**src/rtl/game_pkg.sv**
```systemverilog
// Shared game-flow types for the Othello controllers: the turn state encoding
// and the player-index width helper.
package game_pkg;

  typedef enum logic [2:0] {
    IDLE     = 3'd0,
    INIT     = 3'd1,
    WAIT     = 3'd2,
    VALIDATE = 3'd3,
    PASS     = 3'd4,
    NEXT     = 3'd5,
    OVER     = 3'd6
  } game_state_e;

  localparam int TIMER_W = 30;

  function automatic int player_width(input int num_players);
    return (num_players > 2) ? $clog2(num_players) : 1;
  endfunction

endpackage

```
**src/rtl/turn_controller_if.sv**
```systemverilog
// Bundle between the keypad/button front end, the validator, the board-init
// controller and the turn controller. master = turn controller side.
interface turn_controller_if #(
  parameter int PW = 1,
  parameter int MW = 6
);
  logic          go;
  logic          init_done;
  logic          ack;
  logic          nack;
  logic          no_move;
  logic          game_end;
  logic          init_start;
  logic          new_move;
  logic [PW-1:0] player;
  logic [MW-1:0] move_count;
  logic [PW-1:0] pass_count;
  logic          timed_out;
  logic          game_over;

  modport master (
    input  go, init_done, ack, nack, no_move, game_end,
    output init_start, new_move, player, move_count, pass_count, timed_out, game_over
  );

  modport slave (
    output go, init_done, ack, nack, no_move, game_end,
    input  init_start, new_move, player, move_count, pass_count, timed_out, game_over
  );
endinterface

```
**src/rtl/turn_timer.sv**
```systemverilog
// Per-turn cycle counter: runs while `run` is high, clears otherwise, and
// flags `expire` on the last allowed cycle.
module turn_timer #(
  parameter logic [29:0] TIMEOUT = 30'd500_000_000
) (
  input  logic clock,
  input  logic reset,
  input  logic run,
  output logic expire
);

  logic [29:0] count_q;
  logic [29:0] count_d;

  assign expire = run && (count_q == TIMEOUT - 30'd1);

  always_comb begin
    count_d = run ? count_q + 30'd1 : 30'd0;
  end

  always_ff @(posedge clock) begin
    if (!reset) begin
      count_q <= 30'd0;
    end else begin
      count_q <= count_d;
    end
  end

endmodule

```
**src/rtl/turn_controller.sv**
```systemverilog
// Othello game-flow controller: board init, N-player turn rotation, passes and
// game-over detection. Define TURN_TIMER_EN to build the per-turn timeout.
module turn_controller
  import game_pkg::*;
#(
  parameter int          NUM_PLAYERS  = 2,
  parameter int          MAX_MOVES    = 60,
  parameter logic [29:0] TURN_TIMEOUT = 30'd500_000_000,
  parameter int          PW           = player_width(NUM_PLAYERS),
  parameter int          MW           = $clog2(MAX_MOVES + 1)
) (
  input  logic              clock,
  input  logic              reset,
  turn_controller_if.master bus
);

  localparam logic [PW-1:0] LAST_PLAYER = PW'(NUM_PLAYERS - 1);
  localparam logic [MW-1:0] MOVES_FULL  = MW'(MAX_MOVES);
  localparam logic [PW:0]   PASS_LIMIT  = (PW + 1)'(NUM_PLAYERS);

  game_state_e   state_q, state_d;
  logic          go_q;
  logic [PW-1:0] player_q, player_d;
  logic [MW-1:0] move_q, move_d;
  logic [PW-1:0] pass_q, pass_d;
  logic          init_start_q, new_move_q, timed_out_q, game_over_q;
  logic          go_rise;
  logic          timer_expire;
  logic          timeout_take;
  logic [PW:0]   pass_inc;

  assign go_rise  = bus.go & ~go_q;
  assign pass_inc = {1'b0, pass_q} + (PW + 1)'(1);

`ifdef TURN_TIMER_EN
  logic timer_run;
  assign timer_run = (state_q == WAIT);

  turn_timer #(
    .TIMEOUT (TURN_TIMEOUT)
  ) u_turn_timer (
    .clock  (clock),
    .reset  (reset),
    .run    (timer_run),
    .expire (timer_expire)
  );
`else
  assign timer_expire = 1'b0;
`endif

  always_comb begin
    state_d      = state_q;
    player_d     = player_q;
    move_d       = move_q;
    pass_d       = pass_q;
    timeout_take = 1'b0;
    case (state_q)
      IDLE: begin
        if (go_rise) begin
          state_d  = INIT;
          player_d = '0;
          move_d   = '0;
          pass_d   = '0;
        end
      end
      INIT: begin
        if (bus.init_done) state_d = WAIT;
      end
      WAIT: begin
        if (bus.game_end) begin
          state_d = OVER;
        end else if (bus.no_move) begin
          state_d = PASS;
        end else if (timer_expire) begin
          state_d      = PASS;
          timeout_take = 1'b1;
        end else if (go_rise) begin
          state_d = VALIDATE;
        end
      end
      VALIDATE: begin
        if (bus.game_end) begin
          state_d = OVER;
        end else if (bus.ack) begin
          state_d = NEXT;
          pass_d  = '0;
          if (move_q != MOVES_FULL) move_d = move_q + MW'(1);
        end else if (bus.nack) begin
          state_d = WAIT;
        end
      end
      PASS: begin
        // A full round of passes ends the game; game_over records that final
        // pass, so pass_count keeps the last value that fits in PW bits.
        if (bus.game_end || pass_inc == PASS_LIMIT) begin
          state_d = OVER;
        end else begin
          state_d = NEXT;
          pass_d  = pass_inc[PW-1:0];
        end
      end
      NEXT: begin
        if (bus.game_end) begin
          state_d = OVER;
        end else begin
          player_d = (player_q == LAST_PLAYER) ? '0 : player_q + PW'(1);
          state_d  = (move_q == MOVES_FULL) ? OVER : WAIT;
        end
      end
      OVER: begin
        if (go_rise) begin
          state_d  = INIT;
          player_d = '0;
          move_d   = '0;
          pass_d   = '0;
        end
      end
      default: state_d = IDLE;
    endcase
  end

  // Outputs are registered from the next state so they line up with state_q.
  always_ff @(posedge clock) begin
    if (!reset) begin
      state_q      <= IDLE;
      go_q         <= 1'b1;
      player_q     <= '0;
      move_q       <= '0;
      pass_q       <= '0;
      init_start_q <= 1'b0;
      new_move_q   <= 1'b0;
      timed_out_q  <= 1'b0;
      game_over_q  <= 1'b0;
    end else begin
      state_q      <= state_d;
      go_q         <= bus.go;
      player_q     <= player_d;
      move_q       <= move_d;
      pass_q       <= pass_d;
      init_start_q <= (state_d == INIT);
      new_move_q   <= (state_d == VALIDATE);
      timed_out_q  <= timeout_take;
      game_over_q  <= (state_d == OVER);
    end
  end

  assign bus.init_start = init_start_q;
  assign bus.new_move   = new_move_q;
  assign bus.player     = player_q;
  assign bus.move_count = move_q;
  assign bus.pass_count = pass_q;
  assign bus.timed_out  = timed_out_q;
  assign bus.game_over  = game_over_q;

endmodule

```
**src/flat_wrapper.sv**
```systemverilog
// flat-port wrapper written by rule: the top's interface ports become plain ports
module turn_controller_flat import game_pkg::*;
#(
  parameter int          NUM_PLAYERS  = 2,
  parameter int          MAX_MOVES    = 60,
  parameter logic [29:0] TURN_TIMEOUT = 30'd500_000_000,
  parameter int          PW           = player_width(NUM_PLAYERS),
  parameter int          MW           = $clog2(MAX_MOVES + 1)
)
  (clock, reset, bus_go, bus_init_done, bus_ack, bus_nack, bus_no_move, bus_game_end, bus_init_start, bus_new_move, bus_player, bus_move_count, bus_pass_count, bus_timed_out, bus_game_over);
  turn_controller_if #(.PW(PW), .MW(MW)) bus_i ();
  input  logic clock;
  input  logic reset;
  input wire logic [$bits(bus_i.go)-1:0] bus_go;
  input wire logic [$bits(bus_i.init_done)-1:0] bus_init_done;
  input wire logic [$bits(bus_i.ack)-1:0] bus_ack;
  input wire logic [$bits(bus_i.nack)-1:0] bus_nack;
  input wire logic [$bits(bus_i.no_move)-1:0] bus_no_move;
  input wire logic [$bits(bus_i.game_end)-1:0] bus_game_end;
  output wire logic [$bits(bus_i.init_start)-1:0] bus_init_start;
  output wire logic [$bits(bus_i.new_move)-1:0] bus_new_move;
  output wire logic [$bits(bus_i.player)-1:0] bus_player;
  output wire logic [$bits(bus_i.move_count)-1:0] bus_move_count;
  output wire logic [$bits(bus_i.pass_count)-1:0] bus_pass_count;
  output wire logic [$bits(bus_i.timed_out)-1:0] bus_timed_out;
  output wire logic [$bits(bus_i.game_over)-1:0] bus_game_over;
  assign bus_i.go = bus_go;
  assign bus_i.init_done = bus_init_done;
  assign bus_i.ack = bus_ack;
  assign bus_i.nack = bus_nack;
  assign bus_i.no_move = bus_no_move;
  assign bus_i.game_end = bus_game_end;
  assign bus_init_start = bus_i.init_start;
  assign bus_new_move = bus_i.new_move;
  assign bus_player = bus_i.player;
  assign bus_move_count = bus_i.move_count;
  assign bus_pass_count = bus_i.pass_count;
  assign bus_timed_out = bus_i.timed_out;
  assign bus_game_over = bus_i.game_over;
  turn_controller #(.NUM_PLAYERS(NUM_PLAYERS), .MAX_MOVES(MAX_MOVES), .TURN_TIMEOUT(TURN_TIMEOUT), .PW(PW), .MW(MW)) u_core (.clock(clock), .reset(reset), .bus(bus_i));
endmodule
```
**config.mk**
```make
export PLATFORM = sky130hd
export DESIGN_NAME = turn_controller_flat
export DESIGN_NICKNAME = d
export VERILOG_FILES = /design/src/rtl/game_pkg.sv /design/src/rtl/turn_controller_if.sv /design/src/rtl/turn_timer.sv /design/src/rtl/turn_controller.sv /design/src/flat_wrapper.sv
export SDC_FILE = /design/constraint.sdc
export NUM_CORES = 1
export LEC_CHECK = 0
export ABC_AREA = 0
export ABC_CLOCK_PERIOD_IN_PS = 3800
export CORE_MARGIN = 10
export CORE_UTILIZATION = 53
export DETAILED_ROUTE_END_ITERATION = 10
export PLACE_DENSITY = 0.9
export SYNTH_ARGS = -nofsm -noshare
export SYNTH_HDL_FRONTEND = slang
export SYNTH_SLANG_ARGS = --single-unit
```
**constraint.sdc**
```tcl
create_clock -name clock -period 3.8 [get_ports clock]
set_clock_uncertainty 0.1 [all_clocks]
set_input_delay 1.14 -clock clock [delete_from_list [all_inputs] [get_ports clock]]
set_output_delay 1.14 -clock clock [all_outputs]
set_load 0.05 [all_outputs]
```
Word-level counts from Yosys, hierarchy flattened
Index checks and enable logic that the tools add are counted.

Register bits after elaboration: 15. Latch bits: 0. RAM bits: 0. Bits in read-only memories: 0. Input port bits: 8. Output and inout bits: 12. Word-level logic and storage cells: 65. Memories kept: 0.

$add $sub $neg: 3. $mul: 0. Div/mod/pow operators: 0. $lt $le $gt $ge: 0. Equal/unequal tests: 18. Shift operators: 0. Multiplexer cells: 25. Bitwise gates (word level): 2. Reduce and logical (&&, ||, !) cells: 9.

Operator list (number): $mux 3 (10); $mux 6 (4); $pmux 3 s6 (1); $eq 3x3->1 const B (4); $pmux 6 s2 (1); $reduce_and 5->1 (2); $eq 3x2->1 const B (3); $ne 2x2->1 const B (4); $add 6x1->6 const B (1); $eq 3x1->1 const B (2); $eq 6x6->1 const B (1); $mux 1 (6); $ne 6x6->1 const B (1); $ne 2x1->1 const B (2); $reduce_bool 2->1 (2); $logic_not 3->1 (1); $pmux 1 s3 (1); $reduce_and 3->1 (1); $reduce_bool 3->1 (1); $add 1x1->2 const B (1); $eq 2x2->1 const B (1); $mux 2 (1); $pmux 1 s2 (1); $reduce_or 2->1 (1); 4 further kinds (4).

Logic depth before layout (Yosys ltp)
Depth in word-level cells: 7. Gate-level depth with buffers: 5. Depth with buffers taken out: 5.

Least setup slack after synthesis
No wires, ideal clock.

Kind: in2reg. Start: input port bus_game_end. End: register u_core.init_start_q (netlist: u_core.bus.init_start). Setup time: 0.087 ns. Arrival: 1.997 ns. Required time: 3.613 ns. Slack: 1.616 ns. Stages: 3. Path buffers: 0. Path through: nand2b_1 -> o32a_2 -> nor4b_2.

Cells in the longest elaborated chain, start to end: 4. Elaborated cells on any way between the ends: 7. Classes of those cells: eq/ne (1); mux (5); reduce/logical (1).

Ends and longest elaborated chain: start: declaration (RTL line flat_wrapper.sv:19) `input wire logic [$bits(bus_i.game_end)-1:0] bus_game_end;`; $logic_or 1x1->1 (RTL line turn_controller.sv:95) `if (bus.game_end || pass_inc == PASS_LIMIT) begin`; $mux 2 (RTL line turn_controller.sv:95); $pmux 3 s6 * (RTL line turn_controller.sv:57) `case (state_q)`; $eq 3x1->1 * (RTL line turn_controller.sv:140) `init_start_q <= (state_d == INIT);`; end signal: assignment (RTL line turn_controller.sv:140); end: declaration (RTL line turn_controller.sv:26) `logic init_start_q, new_move_q, timed_out_q, game_over_q;`.

Mark *: on every way between the ends. The rest lies on a longest branch, timed or not. A chain may end at the register's enable or synchronous reset.

Worst setup path after layout
Start: register u_core.move_q[0] (netlist: u_core.bus.move_count[0]). End: output port bus_move_count[0].

RTL lines: start: declaration (RTL line turn_controller.sv:24) `logic [MW-1:0] move_q, move_d;`; start signal: assignment (RTL line turn_controller.sv:138) `move_q <= move_d;`; end: declaration (RTL line flat_wrapper.sv:23) `output wire logic [$bits(bus_i.move_count)-1:0] bus_move_count;`.

No word-level cell between the ends.

==> PnR_summary.wiki <==
{| class="wikitable"
! Metric !! Value
|-
| Fraction of registers with async set or reset after synthesis || 0%
|-
| Chip Height || 61.83 um
|-
| Global placer's final weighted congestion || 0.9040
|-
| Setup Crit Path Kind || register to output pin
|-
| Total number of H-tree levels || 1
|-
| First drt pass iteration count || 4
|-
| Wire length of the first global-routing pass || 3387 um
|-
| Ratio of cells with drive above 1 in the final layout || 12.71%
|-
| Antenna violations before repair || 0
|-
| Post-route clock period utilization || 74.69%
|-
| Final setup violation count || 0
|-
| Worst min-delay path category || register to register
|-
| Avg WL per Cell || 15.19 um
|-
| # Post-CTS Setup Buffers || 0
|-
| Required time at the endpoint of the critical path || 2.56 ns
|-
| Cell internal pwr || 0.0002234 W
|-
| Clock tree sinks || 15
|-
| Critical Path Source Type || register
|-
| Worst supply voltage drop on vdd || 0.1672 mV
|-
| Pwr Total || 0.0003134 W
|-
| Post-Synthesis Mean Instance Area || 9.180 um2
|-
| Actual transition at the worst max-transition pin || 0.5056 ns
|-
| Top-level port count || 20
|-
| Vias in the first global route || 792
|-
| Via count normalized by instance count || 5.985
|-
| Synth top area share || 32.39%
|-
| Number of CTS-inserted buffers || 3
|-
| Pin count of the biggest net entering global routing || 14
|-
| Number of nets in the finished design || 129
|-
| Ant diodes || 0
|-
| Count of unresolved DRC violations after routing || 0
|-
| Mapped Cells || 101
|-
| Critical-path top delay cell || clkdlybuf4s50_1
|-
| Core ar. || 1689 um2
|-
| Sequential element share of the synthesized area || 32.39%
|-
| Relative max-transition margin || 66.19%
|-
| Row count || 15
|-
| CTS clk-pin slew, worst paths || 0.09 ns
|-
| Overall track demand over capacity in global routing || 11.96%
|-
| Number of warnings issued by yosys || 0
|-
| TritonCTS clock tree || yes
|-
| Most used flip-flop cell after synthesis || dfxtp_1
|-
| Count of filler cells inserted in the layout || 156
|-
| Insertion delay to the later sink of the worst-skew pair || 0.30 ns
|-
| Sequential Power Share || 53.2%
|-
| Upper clock frequency limit || 352.3 MHz
|-
| Initial core utilization || 54.89%
|-
| Maximum fanout encountered on the critical timing path || 6
|-
| Largest stage delay on the critical path || 0.85 ns
|-
| CTS Buffer Depth || 2
|-
| Setup repair after global routing missed its margin || no
|-
| Quantity of gates resized following cts || 0
|-
| Synth Area in Simple Gates || 30.36%
|-
| Number of vias after detailed routing || 808
|-
| Area growth from synthesis to layout || 20.11%
|-
| Root Buffer Master || clkbuf_4
|-
| Hold buffers post-CTS || 0
|-
| Adder-cell area share of the yosys netlist || 2.699%
|-
| Final Hold Fails || 0
|-
| Detailed placement HPWL || 1585 um
|-
| Global-route congestion overflow total || 0
|-
| Post-route ant nets || 0
|-
| Main combinational cell family by area after synthesis || simple AND/OR/NAND/NOR gates
|-
| Pwr dens || 281.5 nW/um2
|-
| Post-synthesis net count || 111
|-
| Max-capacitance violation count || 0
|-
| Post-synth cell types || 47
|-
| Die Width || 61.83 um
|-
| Synth Area in Compound Gates || 25.10%
|-
| Switching portion of total power || 28.72%
|-
| Cell family with most CP delay || buffers and inverters
|-
| Run status || complete, no violations
|-
| Proportion of synthesized area in mux cells || 1.080%
|-
| Count of final max-slew check failures || 0
|-
| Sequence of cells on the critical path || clkdlybuf4s50_1
|-
| Worst Path Arrival || 1.60 ns
|-
| Area leader, netlist || dfxtp_1
|-
| Final wirelength || 2051 um
|-
| Cell types with the largest area share after synthesis || dfxtp_1 32%, nand2_1 3.6%, buf_6 3.6%, o21ai_0 3.2%, nor2_1 3.2%
|-
| Setup TNS || 0 ns
|-
| Number of synthesized flops with an enable pin || 0
|-
| Mapped cell area || 927.1 um2
|-
| Leakage power total || 0.3908 nW
|-
| Initial DRC Count || 22
|-
| Proportion of power drawn by combinational gates || 15.7%
|-
| Power share of the clock group || 31.1%
|-
| Fin crit period || 2.838 ns
|-
| Flop and latch count out of synthesis || 15
|-
| Crit path buffers/inverters || 1
|-
| Worst Setup End Kind || output pin
|-
| Count of input and output buffers || 18
|-
| Net switching component of the power || 0.00009001 W
|-
| Die ar. || 3822 um2
|-
| Parity-gate share of the synthesized area counting xor and xnor cells || 1.889%
|}
-- flip-flops by register name, indices dropped and copies added, names as in the netlist --
| register | flops |
|---|---|
| u_core.state_q | 3 |
| u_core.bus.game_over | 1 |
| u_core.bus.player | 1 |
| u_core.go_q | 1 |
| u_core.bus.new_move | 1 |
| u_core.bus.move_count | 6 |
| u_core.bus.pass_count | 1 |
| u_core.bus.init_start | 1 |
-- final timing paths --
kind | slack (ns) | start | endpoint | depth (start not counted)
max | 0.96 | u_core.bus.move_count[0]$_SDFFE_PN0P_ | bus_move_count[0] | 1
min | 0.44 | u_core.bus.pass_count$_SDFFE_PN0P_ | u_core.bus.pass_count$_SDFFE_PN0P_ | 2
max reg2reg | 1.96 | u_core.state_q[0]$_SDFF_PN0_ | u_core.bus.move_count[0]$_SDFFE_PN0P_ | 4
min reg2reg | 0.44 | u_core.bus.pass_count$_SDFFE_PN0P_ | u_core.bus.pass_count$_SDFFE_PN0P_ | 2
-- stage by stage --
stage	instance area [um2]	setup WS, ns	utilization, %	hold slack, ns	std cells
4_1_cts	1114	0.9416	65.93	0.4446	135
6_report	1114	0.9617	65.93	0.4415	135
5_1_grt	1114	0.9129	65.93	0.4674	135
2_1_floorplan	927.1	1.616	-	0.4471	101
3_3_place_gp	1084	0.9559	64.15	0.3953	131
3_5_place_dp	1084	0.8550	64.15	0.4237	131
-- cell usage after synthesis, types with 3 or more instances --
library cell / count
nor2_1: 8
inv_1: 3
buf_6: 3
nand3_1: 5
dfxtp_1: 15
nand2_1: 9
o21ai_0: 6
-- cells by family (layout without fill, tap and decap cells) --
| kind of cell | after synthesis | count (layout) |
|---|---|---|
| AND/OR/NAND/NOR | 42 | 42 |
| AO/OA/AOI/OAI | 30 | 30 |
| flip-flops | 15 | 15 |
| buffers and inverters | 8 | 25 |
| adder cells (fa/ha/maj) | 2 | 2 |
| XOR/XNOR | 2 | 2 |
| other | 1 | 1 |
| multiplexers | 1 | 1 |
-- placed cells by master, fill, tap and decap left out, types with 3 or more instances in the layout --
master | Yosys | routed
clkbuf_4 | 0 | 3
clkdlybuf4s50_1 | 0 | 18
dfxtp_1 | 15 | 15
inv_1 | 3 | 3
nand2_1 | 9 | 9
nand3_1 | 5 | 5
nor2_1 | 8 | 8
o21ai_0 | 6 | 6
-- power groups by stage --
| stage | Clock, W | Combinational (W) | Sequential, W |
|---|---|---|---|
| 5_1_grt | 0.000105 | 0.0000532 | 0.000167 |
| 4_1_cts | 0.000102 | 0.0000490 | 0.000167 |
| 3_3_place_gp | 0 | 0.0000480 | 0.000170 |
| 2_1_floorplan | 0 | 0.0000368 | 0.000169 |
| 6_report | 0.0000976 | 0.0000492 | 0.000167 |
| 3_5_place_dp | 0 | 0.0000488 | 0.000170 |
-- routing by layer --
| layer | part of all wire (%) | global-route usage, % |
|---|---|---|
| met5 | 0 | 0 |
| met4 | 1.5 | 7.006 |
| met3 | 9.4 | 5.488 |
| met2 | 49 | 19.03 |
| met1 | 40 | 12.73 |
-- layout make-up --
type / count / area [um2] / area share, %
clock buffer: 3 / 22.52 / 2.022
clock inverter: 1 / 7.507 / 0.6742
inverter: 3 / 11.26 / 1.011
multi-input combinational: 78 / 570.5 / 51.24
sequential: 15 / 300.3 / 26.97
tap: 17 / 21.27 / 1.910
timing repair buffer: 18 / 180.2 / 16.18
(Power assumes the default switching activity.)
